==> src/rtl/fnd_scan_ctrl.sv <==
// Scan controller for the 4-digit FND display. It drives the digit-mux select,
// the one-hot common lines and a per-digit blank flag, with dead time and leading-zero blanking.
module fnd_scan_ctrl #(
  parameter int SCAN_DIV       = 100000,
  parameter int DEAD_CYC       = 0,
  parameter bit ACTIVE_LOW_COM = 1'b1
) (
  input  logic        i_clk,
  input  logic        i_reset,
  input  logic        i_en,
  input  logic [15:0] i_value,
  input  logic        i_blank_lz,
  output logic [1:0]  o_sel,
  output logic [3:0]  o_com,
  output logic        o_blank,
  output logic        o_tick
);

  localparam int              CW      = $clog2(SCAN_DIV);
  localparam logic [CW-1:0]   CNT_MAX = CW'(SCAN_DIV - 1);
  localparam logic [3:0]      COM_OFF = ACTIVE_LOW_COM ? 4'b1111 : 4'b0000;

  logic [CW-1:0] r_cnt;
  logic [1:0]    r_sel;
  logic [3:0]    r_com;
  logic          r_blank;
  logic          r_tick;

  logic          w_wrap;
  logic [CW-1:0] w_cnt_nxt;
  logic [1:0]    w_sel_nxt;
  logic [3:0]    w_lz_vec;
  logic          w_blank_nxt;
  logic          w_slot_live;
  logic [3:0]    w_onehot;
  logic [3:0]    w_com_nxt;

  // The registered outputs are computed from the next-state sel and count,
  // so o_com/o_blank line up with the o_sel value shown in the same cycle.
  always_comb begin
    // NOTE: every signal gets a default first so no path leaves it unassigned (no latch).
    w_wrap      = i_en && (r_cnt == CNT_MAX);
    w_cnt_nxt   = r_cnt;
    if (i_en) w_cnt_nxt = w_wrap ? '0 : r_cnt + 1'b1;
    w_sel_nxt   = w_wrap ? r_sel + 2'd1 : r_sel;

    // A digit is a leading zero only if it and every digit above it are zero.
    w_lz_vec[3] = i_blank_lz && (i_value[15:12] == 4'h0);
    w_lz_vec[2] = w_lz_vec[3] && (i_value[11:8] == 4'h0);
    w_lz_vec[1] = w_lz_vec[2] && (i_value[7:4]  == 4'h0);
    w_lz_vec[0] = 1'b0;
    w_blank_nxt = w_lz_vec[w_sel_nxt];

    w_slot_live = int'(w_cnt_nxt) >= DEAD_CYC;
    w_onehot    = 4'b0001 << w_sel_nxt;
    w_com_nxt   = COM_OFF;
    if (i_en && w_slot_live && !w_blank_nxt)
      w_com_nxt = ACTIVE_LOW_COM ? ~w_onehot : w_onehot;
  end

  always_ff @(posedge i_clk) begin
    // NOTE: state registers use non-blocking assignments so all of them update together at the edge.
    if (i_reset) begin
      r_cnt   <= '0;
      r_sel   <= 2'd0;
      r_com   <= COM_OFF;
      r_blank <= 1'b0;
      r_tick  <= 1'b0;
    end else begin
      r_cnt  <= w_cnt_nxt;
      r_sel  <= w_sel_nxt;
      r_com  <= w_com_nxt;
      r_tick <= w_wrap;
      if (i_en) r_blank <= w_blank_nxt;
    end
  end

  assign o_sel   = r_sel;
  assign o_com   = r_com;
  assign o_blank = r_blank;
  assign o_tick  = r_tick;

endmodule
==> config.mk <==
export PLATFORM = sky130hd
export DESIGN_NAME = fnd_scan_ctrl
export DESIGN_NICKNAME = d
export VERILOG_FILES = /design/src/rtl/fnd_scan_ctrl.sv
export SDC_FILE = /design/constraint.sdc
export NUM_CORES = 1
export LEC_CHECK = 0
export ABC_CLOCK_PERIOD_IN_PS = 3400
export CORE_MARGIN = 2
export CORE_UTILIZATION = 43
export CTS_BUF_LIST = sky130_fd_sc_hd__clkbuf_16
export DETAILED_ROUTE_END_ITERATION = 8
export PLACE_DENSITY = 0.78
export REMOVE_ABC_BUFFERS = 1
export SLEW_MARGIN = 15
export SYNTH_ARGS = -nofsm -noshare
export SYNTH_HDL_FRONTEND = slang
export SYNTH_SLANG_ARGS = --single-unit
==> constraint.sdc <==
create_clock -name i_clk -period 3.4 [get_ports i_clk]
set_input_delay 1.02 -clock i_clk [delete_from_list [all_inputs] [get_ports i_clk]]
set_output_delay 1.02 -clock i_clk [all_outputs]
set_load 0.005 [all_outputs]
==> results of run 1 <==
[critical path, delay by kind of cell]
kind          cells  cell delay (ps)
simple gates      5             1560
buf+inv           1              520
mux               1              320
[worst max-delay path by stage]
stage	start	slack [ps]	end	depth (start not counted)
2_1_floorplan	i_en	270	o_com[3]	6
3_3_place_gp	i_en	-110	o_com[3]	7
3_5_place_dp	i_en	-140	o_blank	9
4_1_cts	i_en	90	o_blank	9
5_1_grt	i_en	20	o_com[3]	7
6_report	i_en	110	o_com[3]	7
[layout make-up]
class | count | area (sq um) | area share, %
flip-flops and latches | 25 | 500.5 | 32.00
inverters | 4 | 15.01 | 0.9600
multi-input cells | 105 | 645.6 | 41.28
repair buffers | 30 | 282.8 | 18.08
well taps | 30 | 37.54 | 2.400
clock buffers | 3 | 75.07 | 4.800
clock inverters | 1 | 7.507 | 0.4800
[registers in the layout, summed over array words and instances (netlist names)]
signal,count
o_blank,1
o_com,4
o_sel,2
o_tick,1
r_cnt,17
[cell usage in the layout, fill, tap and decap left out, drive strengths merged, types with 3 or more instances in the layout]
cell type,netlist,routed
nor3,5,5
nand2,13,13
inv,4,4
o21ai,3,3
nor2,27,27
clkbuf,3,3
clkdlybuf4s50,0,23
buf,2,7
a21oi,6,6
or3,5,5
nor4,4,4
dfxtp,25,25
nand3,6,6
xnor2,5,5
nand4,4,4
xor2,9,9
[routing by layer]
metal	wire (um)	GRT usage (%)
met1	1126	18.63
met2	1441	33.95
met3	85	4.419
met4	30	8.163
met5	0	0
[cells by family (layout without fill, tap and decap cells)]
logic type                 Yosys count  count (layout)
and+or+nand+nor                     76              76
DFF                                 25              25
xor gates and xnor gates            14              14
AOI/OAI and AO/OA                   12              12
buffers and inverters                9              38
muxes                                2               2
adders and majority gates            1               1
[report_power, final]
group          internal (uW)  switching [uW]  total, uW
registers                296            2.14        298
clock network            160             106        266
logic                   23.9            15.4       39.3
total                    479             124        603
[per-stage QoR]
| stage | cells | setup WS (ps) |
|---|---|---|
| floorplan | 134 | 272.2 |
| global placement | 194 | -106.0 |
| detailed placement | 194 | -135.8 |
| CTS | 198 | 91.83 |
| global route | 198 | 21.61 |
| finish | 198 | 110.0 |
==> results by group, run 1 <==
Logic synthesis
  • Simple-gate share of the synthesized area: 34.01%
  • Top post-synthesis cells by area: dfxtp_1, nor2_1, xor2_1
  • Synth Register Bits: 25
  • Yosys warns: 0
  • Yosys top cell area share: 42.78%
  • Main combinational cell family by area after synthesis: simple AND/OR/NAND/NOR gates
  • Top cells by count, synth: nor2_1, dfxtp_1, nand2_1, xor2_1
  • Count leader, synth: nor2_1
  • Main synth FF type: dfxtp_1
  • Syn Inst Count: 139
  • Synth Area in Adders: 1.070%
  • Share of async-settable or async-resettable flops after synthesis: 0%
  • Post-synth EDFFs: 0
  • Post-Syn Area: 0.001170 sq mm
  • Mux cell area share after synthesis: 2.139%
  • Syn Area/Cell: 8.416 sq um
  • Sequential-to-total area share from yosys stat: 42.78%
  • Synth cell types: 30
  • Post-Synth XOR/XNOR Area: 10.48%
  • Post-synthesis compound-gate area fraction: 6.417%
  • Area leader, netlist: dfxtp_1

Cells and area
  • Nets: 190
  • Fill count: 209
  • Layout cell share with drive strength beyond 1: 8.929%
  • Post-layout util: 62.00%
  • Cell area after layout: 0.001564 sq mm
  • Layout area overhead: 33.69%
  • Diodes inserted: 0

STA
  • Measured slew at the worst slew-check pin: 463.8 ps
  • Min cycle time layout: 3290 ps
  • Slew headroom: 68.99%
  • TNS Setup: 0 ps
  • Worst clock skew: 4.752 ps
  • Final Hold Fails: 0
  • Highest Clock Rate: 304.0 MHz
  • Fin Hold WS: 485.0 ps
  • Final setup violation count: 0
  • Unrepaired setup endpoints after global routing: false
  • Tcrit/Tclk final: 96.77%
  • Pins Over Slew Limit: 0

Critical path
  • Crit path kind: in -> reg
  • Slowest cell delay on critical path: 560 ps
  • Reg-to-reg critical path endpoint: o_com[3]
  • Critical Path RT: 3530 ps
  • Cells along the critical path: clkdlybuf4s50_1, nand3_1, or4_4, or2_1, mux2_4, nor3_4, or4b_1
  • Reg2reg start: r_cnt[11]
  • Worst Reg2Reg Path Length in Cells: 6
  • Crit. End Element: register
  • Startpoint types: input port
  • Cell at the slowest stage of the critical path: or4_4
  • Register-to-register setup slack: 730 ps
  • CP max FO: 4
  • CP Data Arrival Time: 3420 ps

Power and ir drop
  • Maximum vdd drop: 346.5 uV
  • P per Cell Area: 385.6 mW/mm^2
  • P_leak: 0.0005367 uW
  • Total power: 603.1 uW

Placed design
  • Final Wtd Congestion: 0.7696
  • Buffers on Ports: 23
  • Placed cell area: 0.001469 sq mm
  • Dpl hpwl: 1.956 mm

Floorplan
  • Starting Density: 46.38%
  • Core area: 0.002522 sq mm
  • # rows: 18
  • Die area: 0.003154 sq mm
  • Die width: 56.16 um
  • Chip height: 56.16 um
  • IO Pins: 28

Min path
  • Hold path depth: 2
  • Hold Path End: r_cnt[1]
  • Critical hold path startpoint: r_cnt[1]
  • Hold Crit Class: reg -> reg

Clock tree
  • CTS Sinks: 25
  • Root buffer cell: clkbuf_16
  • Clock Pin Slew Worst Setup and Hold Paths: 60 ps
  • CTS tree: built
  • Inserted Clock Buffers: 3
  • Setup Fix Bufs, Post-CTS: 0
  • CTS Buffer Depth: 2
  • Post_cts resized: 0
  • H-tree Lvls: 1
  • CTS Hold Bufs: 0
  • Worst skew pair latency: 260 ps

Global route
  • Initial antenna violation count: 0
  • First-pass GRT wire length: 4.478 mm
  • Largest net degree at the start of global routing: 16
  • GRT Total Usage: 18.09%
  • Gr ovfl total: 0
  • Vias in the first global route: 1067

Detailed routing
  • Mean routed wirelength per cell: 13.56 um
  • Drt drc: 0
  • DRT antenna net count: 0
  • Via density: 5.475
  • TritonRoute pass-1 iters: 4
  • Final WL: 2.684 mm
  • DRT iter0 DRCs: 20
  • DR vias: 1084

Run status
  • Status: finished clean

Job
  • Number of max-cap violations: 0
Note: power is estimated with default switching activity, not from simulation.
==> run 2, diff against run 1 <==
CORE_ASPECT_RATIO = 1.25   (was not set)
==> results by group, run 2 (synthesis results as in run 1) <==
Run status
  • Status: finished clean

Critical path
  • Crit. End Element: register
  • Critical Path RT: 3530 ps (about the same)
  • Crit path kind: in -> reg
  • CP max FO: 2 (-2)
  • Startpoint types: input port
  • CP Data Arrival Time: 3370 ps (-50 ps)

Detailed routing
  • Final WL: 2.427 mm (-9.6%)
  • TritonRoute pass-1 iters: 4 (unchanged)
  • DR vias: 1032 (-4.8%)
  • Drt drc: 0 (unchanged)
  • Via density: 5.109 (-6.7%)
  • Mean routed wirelength per cell: 12.01 um (-11%)
  • DRT antenna net count: 0 (unchanged)
  • DRT iter0 DRCs: 15 (-25%)

Global route
  • Vias in the first global route: 1053 (-1.3%)
  • First-pass GRT wire length: 4.284 mm (-4.3%)
  • Initial antenna violation count: 0 (unchanged)
  • GRT Total Usage: 17.62% (-0.48 points)
  • Largest net degree at the start of global routing: 16 (unchanged)
  • Gr ovfl total: 0 (unchanged)

Power and ir drop
  • Maximum vdd drop: 294.7 uV (-15%)
  • Clock network power share: 44.0% (about the same)
  • P_int: 480.8 uW (+0.27%)
  • Net Sw Frac: 20.18% (-0.31 points)
  • Reg power frac: 49.5% (about the same)
  • P per Cell Area: 383.9 mW/mm^2 (-0.43%)
  • Comb power frac: 6.5% (about the same)
  • P_leak: 0.0005412 uW (+0.83%)
  • Switching power: 121.6 uW (-1.6%)

Cells and area
  • Commonest non-fill, non-tap cells in the layout: nor2_1, dfxtp_1, clkdlybuf4s50_1
  • Layout area overhead: 34.12%
  • Biggest register: r_cnt
  • Nets: 190 (unchanged)
  • Max FFs per register: 17 (unchanged)
  • Diodes inserted: 0 (unchanged)
  • Commonest non-fill, non-tap cell in the layout: nor2_1
  • Post-layout util: 59.71% (-2.3 points)
  • Layout cell share with drive strength beyond 1: 8.929% (unchanged)
  • Finished Layout Cells: 202 (+2.0%)
  • Cell area after layout: 0.001569 sq mm (+0.32%)

Floorplan
  • # rows: 21 (+3)
  • Chip height: 62.32 um (+11%)
  • IO Pins: 28 (unchanged)
  • Starting Density: 44.52% (-1.9 points)
  • Die area: 0.003157 sq mm (about the same)
  • Core area: 0.002628 sq mm (+4.2%)
  • Die width: 50.66 um (-9.8%)

Clock tree
  • Clock Pin Slew Worst Setup and Hold Paths: 60 ps (about the same)
  • H-tree Lvls: 1 (unchanged)
  • CTS tree: built
  • Root buffer cell: clkbuf_16
  • CTS Hold Bufs: 0 (unchanged)
  • Setup Fix Bufs, Post-CTS: 0 (unchanged)
  • Inserted Clock Buffers: 3 (unchanged)
  • Worst skew pair latency: 260 ps (about the same)
  • CTS Sinks: 25 (unchanged)
  • CTS Buffer Depth: 2 (unchanged)
  • Post_cts resized: 0 (unchanged)

Placed design
  • Cell count after placement: 198 (+2.1%)
  • Dpl hpwl: 1.855 mm (-5.2%)
  • Pre-CTS setup slack: -103.2 ps (+32.55 ps)
  • Buffers on Ports: 23 (unchanged)
  • Placed cell area: 0.001486 sq mm (+1.2%)
  • Final Wtd Congestion: 0.8040 (+4.5%)

STA
  • Highest Clock Rate: 309.1 MHz (+1.7%)
  • Slew headroom: 71.34% (+2.4 points)
  • Pins Over Slew Limit: 0 (unchanged)
  • Slack of the critical path: 165.3 ps (+55.30 ps)
  • Min cycle time layout: 3235 ps (-55.30 ps)
  • Tcrit/Tclk final: 95.14% (-1.6 points)
  • Fin Hold WS: 484.9 ps (-0.01100 ps)
  • Final setup violation count: 0 (unchanged)
  • Final Hold Fails: 0 (unchanged)
  • Measured slew at the worst slew-check pin: 428.5 ps (-35.25 ps)
  • Worst clock skew: 2.666 ps (-2.086 ps)
  • Unrepaired setup endpoints after global routing: false

Job
  • Number of max-cap violations: 0 (unchanged)

Min path
  • Hold Crit Class: reg -> reg
## run 2: cell count changes in the layout (fill, tap and decap cells not counted)
cell       delta
a2111oi_2     +1
a2111oi_4     -1
buf_12        +1
buf_4         -1
## run 2: layer usage
| metal | GRT usage [%] | part of all wire, % | vias to the layer above |
|---|---|---|---|
| met5 | 0 | 0 | - |
| met4 | 9.122 | 2.1 | 0 |
| met3 | 3.606 | 2.4 | 4 |
| met2 | 31.58 | 53 | 15 |
| met1 | 18.84 | 43 | 477 |
| li1 | - | - | 536 |
## run 2: through the flow
step | TNS (ps) | total power [uW]
2_1_floorplan | 0 | 314.3
3_3_place_gp | -126.1 | 343.2
3_5_place_dp | -205.2 | 344.3
4_1_cts | 0 | 607.7
5_1_grt | 0 | 620.9
6_report | 0 | 602.4
## run 2: layout make-up
type / count / area, sq um
fill: 241 / 1059
sequential: 25 / 500.5
clock buffer: 3 / 75.07
timing repair buffer: 30 / 295.3
clock inverter: 1 / 7.507
inverter: 4 / 15.01
multi-input combinational: 105 / 633.1
tap: 34 / 42.54
## run 2: worst paths after layout
check / start / endpoint / slack, ps / cells past startpoint
worst max-delay path: i_en / o_com[3] / 170 / 7
worst min-delay path: r_cnt[1] / r_cnt[1] / 480 / 2
worst max register to register: r_cnt[11] / o_com[3] / 750 / 6
worst min register to register: r_cnt[1] / r_cnt[1] / 480 / 2
## run 2: power by group through the flow
stage | sequential [uW] | combinational, uW | clock [uW]
final | 298 | 39.4 | 265
after global routing | 298 | 43.5 | 279
after CTS | 298 | 39.9 | 270
after detailed placement | 305 | 39.7 | 0
after global placement | 304 | 38.8 | 0
after floorplan | 304 | 9.96 | 0
## run 2: critical path, stage by stage
cell and delay, ps:
clkdlybuf4s50_1 490, nand3_1 110, or4_4 550, or2_1 250
mux2_4 320, nor3_4 180, or4b_1 440
